**src/rtl/mac_pipe_sat_if.sv**
```systemverilog
// rtl/mac_pipe_sat_if.sv - operand/result bundle for the pipelined saturating MAC
interface mac_pipe_sat_if #(
    parameter int IN_W  = 8,
    parameter int ACC_W = 16,
    parameter int CNT_W = 8
);
    logic signed [IN_W-1:0]  a;
    logic signed [IN_W-1:0]  b;
    logic                    valid_in;
    logic                    clear_in;
    logic signed [ACC_W-1:0] f;
    logic                    valid_out;
    logic                    ovf;
    logic [CNT_W-1:0]        count;

    modport master (
        output a, b, valid_in, clear_in,
        input  f, valid_out, ovf, count
    );

    modport slave (
        input  a, b, valid_in, clear_in,
        output f, valid_out, ovf, count
    );
endinterface

```
**src/rtl/mac_pipe_sat.sv**
```systemverilog
// rtl/mac_pipe_sat.sv - pipelined signed multiply-accumulate with restart, saturation, sticky overflow and sample count
module mac_pipe_sat #(
    parameter int IN_W       = 8,
    parameter int ACC_W      = 16,
    parameter int MUL_STAGES = 1,
    parameter int SAT        = 1,
    parameter int CNT_W      = 8
) (
    input  logic          clk,
    input  logic          reset,
    mac_pipe_sat_if.slave bus
);
    localparam int P_W = 2 * IN_W;
    localparam logic signed [ACC_W-1:0] ACC_MAX = {1'b0, {(ACC_W-1){1'b1}}};
    localparam logic signed [ACC_W-1:0] ACC_MIN = {1'b1, {(ACC_W-1){1'b0}}};

    logic signed [IN_W-1:0]  a_r;
    logic signed [IN_W-1:0]  b_r;
    logic                    v0;
    logic                    c0;
    logic signed [P_W-1:0]   prod;
    logic signed [P_W-1:0]   p_r [MUL_STAGES];
    logic                    mv  [MUL_STAGES];
    logic                    mc  [MUL_STAGES];
    logic signed [ACC_W:0]   addend;
    logic                    va;
    logic                    ca;
    logic signed [ACC_W:0]   base;
    logic signed [ACC_W:0]   sum;
    logic                    step_ovf;
    logic signed [ACC_W-1:0] f_next;
    logic [CNT_W-1:0]        cnt_next;
    logic signed [ACC_W-1:0] f_r;
    logic                    ovf_r;
    logic                    vout_r;
    logic [CNT_W-1:0]        cnt_r;

    always_ff @(posedge clk) begin
        if (reset) begin
            a_r <= '0;
            b_r <= '0;
            v0  <= 1'b0;
            c0  <= 1'b0;
        end else begin
            v0 <= bus.valid_in;
            if (bus.valid_in) begin
                a_r <= bus.a;
                b_r <= bus.b;
                c0  <= bus.clear_in;
            end
        end
    end

    assign prod = P_W'(a_r) * P_W'(b_r);

    // Later multiplier stages only retime the product so synthesis can balance it.
    always_ff @(posedge clk) begin
        if (reset) begin
            for (int i = 0; i < MUL_STAGES; i++) begin
                p_r[i] <= '0;
                mv[i]  <= 1'b0;
                mc[i]  <= 1'b0;
            end
        end else begin
            mv[0] <= v0;
            if (v0) begin
                p_r[0] <= prod;
                mc[0]  <= c0;
            end
            for (int i = 1; i < MUL_STAGES; i++) begin
                mv[i] <= mv[i-1];
                if (mv[i-1]) begin
                    p_r[i] <= p_r[i-1];
                    mc[i]  <= mc[i-1];
                end
            end
        end
    end

    // Sign-extension register keeps the multiplier output off the adder path.
    always_ff @(posedge clk) begin
        if (reset) begin
            addend <= '0;
            va     <= 1'b0;
            ca     <= 1'b0;
        end else begin
            va <= mv[MUL_STAGES-1];
            if (mv[MUL_STAGES-1]) begin
                addend <= {{(ACC_W+1-P_W){p_r[MUL_STAGES-1][P_W-1]}}, p_r[MUL_STAGES-1]};
                ca     <= mc[MUL_STAGES-1];
            end
        end
    end

    always_comb begin
        base     = ca ? '0 : {f_r[ACC_W-1], f_r};
        sum      = base + addend;
        step_ovf = sum[ACC_W] ^ sum[ACC_W-1];
        f_next   = sum[ACC_W-1:0];
        if (step_ovf && (SAT != 0)) begin
            f_next = sum[ACC_W] ? ACC_MIN : ACC_MAX;
        end
        if (ca) begin
            cnt_next = CNT_W'(1);
        end else if (&cnt_r) begin
            cnt_next = cnt_r;
        end else begin
            cnt_next = cnt_r + 1'b1;
        end
    end

    always_ff @(posedge clk) begin
        if (reset) begin
            f_r    <= '0;
            ovf_r  <= 1'b0;
            cnt_r  <= '0;
            vout_r <= 1'b0;
        end else begin
            vout_r <= va;
            if (va) begin
                f_r   <= f_next;
                ovf_r <= ca ? step_ovf : (ovf_r | step_ovf);
                cnt_r <= cnt_next;
            end
        end
    end

    assign bus.f         = f_r;
    assign bus.ovf       = ovf_r;
    assign bus.count     = cnt_r;
    assign bus.valid_out = vout_r;
endmodule

```
**src/flat_wrapper.sv**
```systemverilog
// flat-port wrapper written by rule: the top's interface ports become plain ports
module mac_pipe_sat_flat 
#(
    parameter int IN_W       = 8,
    parameter int ACC_W      = 16,
    parameter int MUL_STAGES = 1,
    parameter int SAT        = 1,
    parameter int CNT_W      = 8
)
  (clk, reset, bus_a, bus_b, bus_valid_in, bus_clear_in, bus_f, bus_valid_out, bus_ovf, bus_count);
  mac_pipe_sat_if #(.IN_W(IN_W), .ACC_W(ACC_W), .CNT_W(CNT_W)) bus_i ();
  input  logic clk;
  input  logic reset;
  input wire logic [$bits(bus_i.a)-1:0] bus_a;
  input wire logic [$bits(bus_i.b)-1:0] bus_b;
  input wire logic [$bits(bus_i.valid_in)-1:0] bus_valid_in;
  input wire logic [$bits(bus_i.clear_in)-1:0] bus_clear_in;
  output wire logic [$bits(bus_i.f)-1:0] bus_f;
  output wire logic [$bits(bus_i.valid_out)-1:0] bus_valid_out;
  output wire logic [$bits(bus_i.ovf)-1:0] bus_ovf;
  output wire logic [$bits(bus_i.count)-1:0] bus_count;
  assign bus_i.a = bus_a;
  assign bus_i.b = bus_b;
  assign bus_i.valid_in = bus_valid_in;
  assign bus_i.clear_in = bus_clear_in;
  assign bus_f = bus_i.f;
  assign bus_valid_out = bus_i.valid_out;
  assign bus_ovf = bus_i.ovf;
  assign bus_count = bus_i.count;
  mac_pipe_sat #(.IN_W(IN_W), .ACC_W(ACC_W), .MUL_STAGES(MUL_STAGES), .SAT(SAT), .CNT_W(CNT_W)) u_core (.clk(clk), .reset(reset), .bus(bus_i));
endmodule
```
**config.mk**
```make
export PLATFORM = sky130hd
export DESIGN_NAME = mac_pipe_sat_flat
export DESIGN_NICKNAME = d
export VERILOG_FILES = /design/src/rtl/mac_pipe_sat_if.sv /design/src/rtl/mac_pipe_sat.sv /design/src/flat_wrapper.sv
export SDC_FILE = /design/constraint.sdc
export NUM_CORES = 1
export LEC_CHECK = 0
export ABC_AREA = 1
export BUFFER_PORTS_ARGS = -buffer_cell sky130_fd_sc_hd__buf_2
export CORE_UTILIZATION = 40
export DETAILED_ROUTE_END_ITERATION = 6
export HOLD_SLACK_MARGIN = 0.15
export PLACE_DENSITY = 0.56
export SLEW_MARGIN = 20
export SYNTH_ARGS = -nofsm -noshare
export SYNTH_HDL_FRONTEND = slang
export SYNTH_SLANG_ARGS = --single-unit
```
**constraint.sdc**
```tcl
create_clock -name clk -period 9.2 [get_ports clk]
set_clock_uncertainty 0.05 [all_clocks]
set_input_delay 0 -clock clk [delete_from_list [all_inputs] [get_ports clk]]
set_output_delay 0 -clock clk [all_outputs]
set_load 0.01 [all_outputs]
```
-- Word level (Yosys, flattened, before mapping)
Memories as Yosys holds them, arrays and structs flattened. A register that Yosys moved wholly into a read port is not among the register bits.
Index checks and enable logic that the tools add are counted.
Widths: inputs -> output; s select.
- flip-flop bits (word level): 45
- bits in latches: 0
- bits in writable memories: 18
- ROM bits: 0
- input bits: 20
- output and inout port bits: 26
- word-level logic and storage cells: 41
- memories: 3
- memory list (name ; words ; width ; rd ports ; clocked after Yosys merged registers in ; wr ports ; line ; source):
    u_core.p_r ; 1 ; 16 ; 1 ; 1 ; 1 ; mac_pipe_sat.sv:22 ; logic signed [P_W-1:0] p_r [MUL_STAGES];
    u_core.mc ; 1 ; 1 ; 1 ; 1 ; 1 ; mac_pipe_sat.sv:24 ; logic mc [MUL_STAGES];
    u_core.mv ; 1 ; 1 ; 1 ; 0 ; 1 ; mac_pipe_sat.sv:23 ; logic mv [MUL_STAGES];
- $add $sub $neg: 2
- multiply operators: 1
- divide/modulo/power cells: 0
- order comparisons: 0
- equality and inequality tests: 1
- shifts and indexed selects: 0
- muxes and demuxes: 18
- bitwise operators: 2
- reduce and logical (&&, ||, !) cells: 5
- operators by type and width (operator ; count):
    $mux 16 ; 3
    $add 17x16->17 ; 1
    $mux 17 ; 1
    $mul 8x8->16 ; 1
    $mux 8 ; 2
    $reduce_or 16->1 ; 1
    $mux 1 ; 12
    $add 8x1->8 const B ; 1
    $reduce_and 8->1 ; 1
    $ne 2x1->1 const B ; 1
    $reduce_and 2->1 ; 1
    $reduce_or 1->1 ; 2
    $or 1x1->1 ; 1
    $xor 1x1->1 ; 1

-- Logic depth before layout (Yosys ltp)
Gate-level depths: netlist (run 1).
- depth after elaboration: 5
- gate-level depth with buffers: 20
- gate-level depth less buffers: 19

-- Worst setup path before layout (run 1)
No wires, ideal clock.
- kind: register to register
- from: reg u_core.b_r[4]
- to: mem u_core.p_r[0][13] (netlist bit) (data pin)
- library setup time: 0.260 ns
- data arrival time: 3.928 ns
- data required time: 8.890 ns
- setup slack: 4.962 ns
- stages on the path, launching flop included: 18
- cells stage by stage: dfxtp_1 clkbuf_1 nand2_1 fa_1 inv_1 fa_1 fa_1 inv_1 fa_1 inv_1 ha_1 a21oi_1 a21boi_0 o21ai_0 nand3_1 nand2_1 nand2_1 a21oi_1
- cells in the longest elaborated chain, start to end: 2
- RTL lines (what ; line ; source):
    from (decl) ; mac_pipe_sat.sv:18 ; logic signed [IN_W-1:0] b_r;
    from (signal assigned) ; mac_pipe_sat.sv:48 ; b_r <= bus.b;
    $mul 8x8->16 ; mac_pipe_sat.sv:54 ; assign prod = P_W'(a_r) * P_W'(b_r);
    $mux 16 (no source line) ; -- ;
    to (decl) ; mac_pipe_sat.sv:22 ;
Every way passes these cells.

-- Worst setup path after layout (run 1)
- from: reg u_core.a_r[4]
- to: mem u_core.p_r[0][13] (netlist bit) (data pin)
- cells in the longest elaborated chain, start to end: 2
- RTL lines (what ; line ; source):
    from (decl) ; mac_pipe_sat.sv:17 ; logic signed [IN_W-1:0] a_r;
    from (signal assigned) ; mac_pipe_sat.sv:47 ; a_r <= bus.a;
    $mul 8x8->16 ; mac_pipe_sat.sv:54 ;
    $mux 16 (no source line) ; -- ;
Every way passes these cells.

==> results of run 1 <==
final timing paths:
path / startpoint / end / slack, ns / cells after the start
setup / recovery: u_core.a_r[4] / u_core.p_r[0][13] / 4.61 / 16
hold / removal: u_core.bus.ovf / u_core.bus.ovf / 0.40 / 2
setup reg to reg: u_core.a_r[4] / u_core.p_r[0][13] / 4.61 / 16
hold reg to reg: u_core.bus.ovf / u_core.bus.ovf / 0.40 / 2
what timing repair did:
item,in CTS,in global routing
hold buffers,31,0
endpoints found under the setup margin,0,0
hold endpoints to repair,30,0
resized for setup,0,0
metrics by stage:
| step | hold slack, ns | utilization (%) |
|---|---|---|
| after floorplan | 0.0849 | - |
| after global placement | 0.174 | 43.7 |
| after detailed placement | 0.175 | 43.7 |
| after CTS | 0.403 | 47.4 |
| after global routing | 0.436 | 47.4 |
| final | 0.401 | 47.4 |
registers in the layout, summed over array words and instances, names as in the netlist:
name and cells:
u_core.va 1, u_core.mc 1, u_core.mv 1, u_core.addend 16, u_core.bus.f 16, u_core.c0 1, u_core.v0 1, u_core.bus.count 8
u_core.ca 1, u_core.a_r 8, u_core.bus.valid_out 1, u_core.b_r 8, u_core.bus.ovf 1, u_core.p_r 16
cells by family (layout without fill, tap and decap cells):
| logic type | after synthesis | count (layout) | share of synthesized area (%) |
|---|---|---|---|
| adders and majority gates | 102 | 102 | 25.4 |
| and+or+nand+nor | 328 | 328 | 20.5 |
| DFF | 80 | 80 | 26.5 |
| xor gates and xnor gates | 16 | 16 | 2.09 |
| AOI/OAI and AO/OA | 134 | 134 | 11.4 |
| buffers and inverters | 245 | 306 | 14.1 |
final cells by class:
cell class	count	area [µm²]
inverters	213	800
multi-input cells	580	3970
fillers	1650	8470
clock inverters	6	48.8
clock buffers	10	239
repair buffers	77	543
well taps	216	270
flip-flops and latches	80	1770
power groups by stage:
stage	combinational [mW]	sequential, mW	clock, mW
floorplan	0.192	0.393	0
global placement	0.232	0.408	0
detailed placement	0.233	0.408	0
CTS	0.245	0.400	0.365
global route	0.284	0.403	0.381
finish	0.242	0.401	0.357
worst max-delay path, cell delays in order (launching register included):
cell	delay [ns]
dfxtp_1	0.55
nand2_1	0.14
fa_1	0.54
inv_1	0.05
fa_1	0.47
fa_1	0.54
inv_1	0.05
fa_1	0.52
inv_1	0.04
ha_1	0.34
a21oi_1	0.18
a21boi_0	0.32
o21ai_0	0.21
nand3_1	0.14
nand2_1	0.06
nand2_1	0.06
a21oi_1	0.05
synthesized netlist by cell type, drive strengths merged:
library cell	count
a21boi	1
a21oi	58
a31oi	2
and2	1
buf	6
clkbuf	26
clkinv	1
dfxtp	63
edfxtp	17
fa	56
ha	46
inv	212
nand2	186
nand3	24
nand3b	3
nand4	4
nor2	104
nor3	6
o21a	1
o21ai	67
o21bai	5
xnor2	5
xor2	11
per-layer routing:
layer / GRT usage, % / routed length (µm)
met1: 26.4 / 7610
met2: 30.5 / 6830
met3: 2.39 / 367
met4: 5.62 / 193
met5: 0 / 0
==> impl_metrics.json, run 1 <==
{
  "p_leak_nw": 4.18,
  "synth_top_area_share_pct": 18.9,
  "cts_max_level": 3,
  "outcome": "finished, final reports clean",
  "dp.cells": 1135,
  "io_buffers": 45,
  "synth-seq-area-share_pct": 26.5,
  "drv_cap": 0,
  "synthCells": 905,
  "synthToLayoutAreaGrowth_pct": 14.3,
  "holdCritPathClass": "flip-flop to flip-flop",
  "final_cell_count_no_fill": 1182,
  "antenna_left": 0,
  "critPathArrivalTime_ns": 4.63,
  "gp_congestion": 0.859,
  "powerDensity_mw_per_mm2": 131,
  "slew_viol_final": 0,
  "total_power_mw": 1.00,
  "cts_setup_buffers": 0,
  "wl_mm": 15.0,
  "worstMarginPinSlew_ns": 0.739,
  "end_kind": "flip-flop",
  "drtPass1Iterations": 4,
  "tns_ns": 0,
  "vias_per_cell": 4.70,
  "clk_pin_slew_ns": 0.07,
  "root_buffer": "clkbuf_16",
  "die_area_mm2": 0.0172,
  "fin_area_mm2": 0.00764,
  "hold_violations": 0,
  "period_share_pct": 49.9,
  "cts_buffers": 9,
  "synth.cell_area_mm2": 0.00669,
  "worstPathRequired_ns": 9.24,
  "ys_ff_latch": 80,
  "gr-usage-all-layers_pct": 18.9,
  "dpl_worst_slack_ns": 4.68,
  "grt_setup_unrepaired": "false",
  "placed_cell_area_mm2": 0.00705,
  "netSwitchingPower_mw": 0.334,
  "ys_types": 35,
  "row_count": 46,
  "vdd_ir_drop_max_uv": 94.7,
  "syn_avg_cell_area_um2": 7.39,
  "min_period_ns": 4.59,
  "drt_iter0_markers": 259,
  "ys_warn_count": 0,
  "max_freq_mhz": 218,
  "die_h_um": 131,
  "synthTopCellsByArea": "dfxtp_1 19%, fa_1 17%, inv_1 12%",
  "fin_nets": 1083,
  "die_x_um": 131,
  "grt_overflow": 0,
  "synth.net_count": 1027,
  "cts_max_path_buffers": 2,
  "setup_slack_ns": 4.61,
  "seq_power_share_pct": 40.1,
  "crit_path_max_fanout": 9,
  "start_kind": "flip-flop",
  "drive_above_1_share_pct": 10.9,
  "grt_max_degree": 52,
  "route.detailed.drc": 0,
  "p_int_mw": 0.666,
  "max_slew_margin_pct": 50.7,
  "core_region_area_mm2": 0.0161,
  "cts.sinks": 80,
  "dp_hpwl_mm": 11.5,
  "finalSetupViolCount": 0,
  "power_frac_clock_pct": 35.7,
  "combPwrFrac_pct": 24.2,
  "swShare_pct": 33.4,
  "vias": 5560,
  "path_class": "flip-flop to flip-flop",
  "grt_pass1_vias": 5450,
  "final_common_cell": "inv_1",
  "antenna_found_initial": 0,
  "routedWlPerCell_um": 12.7,
  "start_util_pct": 41.5,
  "ioPinCount": 46,
  "final_cell_mix": "209 x inv_1, 164 x nand2_1, 104 x nor2_1",
  "cts_tree": "yes",
  "diodes": 0,
  "synth_top_area_cell": "dfxtp_1",
  "grt_pass1_wl_mm": 26.4,
  "clkLatencyLatePin_ns": 0.35
}
No activity file was read; power rests on OpenSTA's default activity.
==> inputs of run 2 (changes only) <==
clock period = 4.29 ns   (was 9.2 ns; I/O delays follow)
==> impl_metrics.json, run 2 (synthesized netlist as in run 1, its figures left out) <==
{
  "diodes": 0,
  "setup_slack_ns": 0.180,
  "period_share_pct": 95.8,
  "gp_congestion": 0.865,
  "powerDensity_mw_per_mm2": 282,
  "final_cell_count_no_fill": 1221,
  "dp.cells": 1168,
  "critPathBufInv": 5,
  "antenna_found_initial": 0,
  "ioPinCount": 46,
  "row_count": 46,
  "grt_pass1_wl_mm": 27.4,
  "worstMarginPinSlew_ns": 0.769,
  "wl_mm": 15.7,
  "grt_pass1_vias": 5692,
  "fin_nets": 1122,
  "max_slew_margin_pct": 48.7,
  "outcome": "finished, final reports clean",
  "cts_buffers": 9,
  "drv_cap": 0,
  "worstPathRequired_ns": 4.35,
  "clk_pin_slew_ns": 0.06,
  "grt_max_degree": 51,
  "vias_per_cell": 4.67,
  "p_leak_nw": 4.39,
  "cts_tree": "yes",
  "crit_top_cell": "fa_1",
  "dpl_worst_slack_ns": -0.0603,
  "routedWlPerCell_um": 12.8,
  "antenna_left": 0,
  "hold_violations": 0,
  "die_x_um": 131,
  "drive_above_1_share_pct": 18.9,
  "grt_overflow": 0,
  "die_area_mm2": 0.0172,
  "finalSetupViolCount": 0,
  "drtPass1Iterations": 4,
  "max_freq_mhz": 243,
  "critPathArrivalTime_ns": 4.17,
  "dr.max_layer_used": "met4",
  "wl_met2_mm": 7.02,
  "cp_slowest_cell": "fa_1",
  "start_kind": "flip-flop",
  "placed_cell_area_mm2": 0.00729,
  "vias": 5702,
  "cts_max_path_buffers": 2,
  "root_buffer": "clkbuf_16",
  "path_class": "flip-flop to flip-flop",
  "dp_hpwl_mm": 11.9,
  "gr-usage-all-layers_pct": 19.7,
  "final_cell_mix": "202 x inv_1, 161 x nand2_1, 101 x nor2_1",
  "core_region_area_mm2": 0.0161,
  "route.detailed.drc": 0,
  "grt_setup_unrepaired": "true",
  "cp_slowest_stage_delay_ns": 0.58,
  "holdCritPathClass": "flip-flop to flip-flop",
  "end_kind": "flip-flop",
  "met1_length_mm": 7.75,
  "crit_family": "adder cells",
  "synthToLayoutAreaGrowth_pct": 21.1,
  "final_common_cell": "inv_1",
  "io_buffers": 45,
  "cts.sinks": 80,
  "fin_area_mm2": 0.00810,
  "dr_wl_met3_um": 673,
  "slew_viol_final": 0,
  "cts_max_level": 3,
  "min_period_ns": 4.11,
  "crit_chain": "nand2_1, inv_2, fa_1, inv_2, buf_4, fa_1, fa_1, fa_1, inv_1, ha_4, inv_2, o21ai_1, a31oi_1, nand3_2, o21ai_2, a21oi_2",
  "fill_cells": 1610,
  "clkLatencyLatePin_ns": 0.35,
  "start_util_pct": 41.5,
  "drt_iter0_markers": 252,
  "vdd_ir_drop_max_uv": 204,
  "crit_path_max_fanout": 6,
  "die_h_um": 131
}
## run 2: area by class of cell
| type | count | area, µm² | share of cell area (%) |
|---|---|---|---|
| clock buffers | 10 | 239 | 2.95 |
| clock inverters | 6 | 48.8 | 0.603 |
| well taps | 216 | 270 | 3.34 |
| repair buffers | 116 | 836 | 10.3 |
| inverters | 213 | 800 | 9.87 |
| multi-input cells | 580 | 4110 | 50.7 |
| flip-flops and latches | 80 | 1800 | 22.2 |
## run 2: stage by stage
step / TNS (ns) / power, mW / hold slack [ns] / util, %
2_1_floorplan: 0 / 1.25 / 0.0849 / -
5_1_grt: -0.0191 / 2.45 / 0.441 / 50.3
3_3_place_gp: -0.0282 / 1.43 / 0.179 / 45.3
6_report: 0 / 2.29 / 0.403 / 50.3
4_1_cts: 0 / 2.24 / 0.404 / 49.1
3_5_place_dp: -0.122 / 1.44 / 0.184 / 45.3
## run 2: path summary, 6_finish.rpt
kind                            slack, ns           start           endpoint  cells after the start
worst max-delay path                 0.18   u_core.b_r[3]  u_core.p_r[0][14]                     16
worst min-delay path                 0.40  u_core.bus.ovf     u_core.bus.ovf                      2
worst max register to register       0.18   u_core.b_r[3]  u_core.p_r[0][14]                     16
worst min register to register       0.40  u_core.bus.ovf     u_core.bus.ovf                      2
## run 2: timing repair
action / 4_1_cts / 5_1_grt
pin swaps: 0 / 13
setup buffers: 0 / 6
endpoints found under the hold margin: 30 / 0
gates resized for setup: 5 / 54
endpoints found under the setup margin: 3 / 7
hold buffers: 31 / 0
## run 2: routing by layer
layer	vias up	track usage, %
li1	2923	-
met1	2664	27.6
met2	100	31.8
met3	15	2.62
met4	0	5.43
met5	-	0
## run 2: where the power goes
part | internal [mW] | total [mW] | switching, mW
logic | 0.285 | 0.675 | 0.391
registers | 0.811 | 0.848 | 0.0373
clock network | 0.415 | 0.763 | 0.347
## run 2: worst register-to-register path: stages, from the launching register on
cell and delay (ns):
dfxtp_4 0.37, nand2_1 0.08, inv_2 0.06, fa_1 0.58
inv_2 0.08, buf_4 0.14, fa_1 0.54, fa_1 0.44
fa_1 0.54, inv_1 0.06, ha_4 0.24, inv_2 0.11
o21ai_1 0.09, a31oi_1 0.17, nand3_2 0.13, o21ai_2 0.15
a21oi_2 0.04
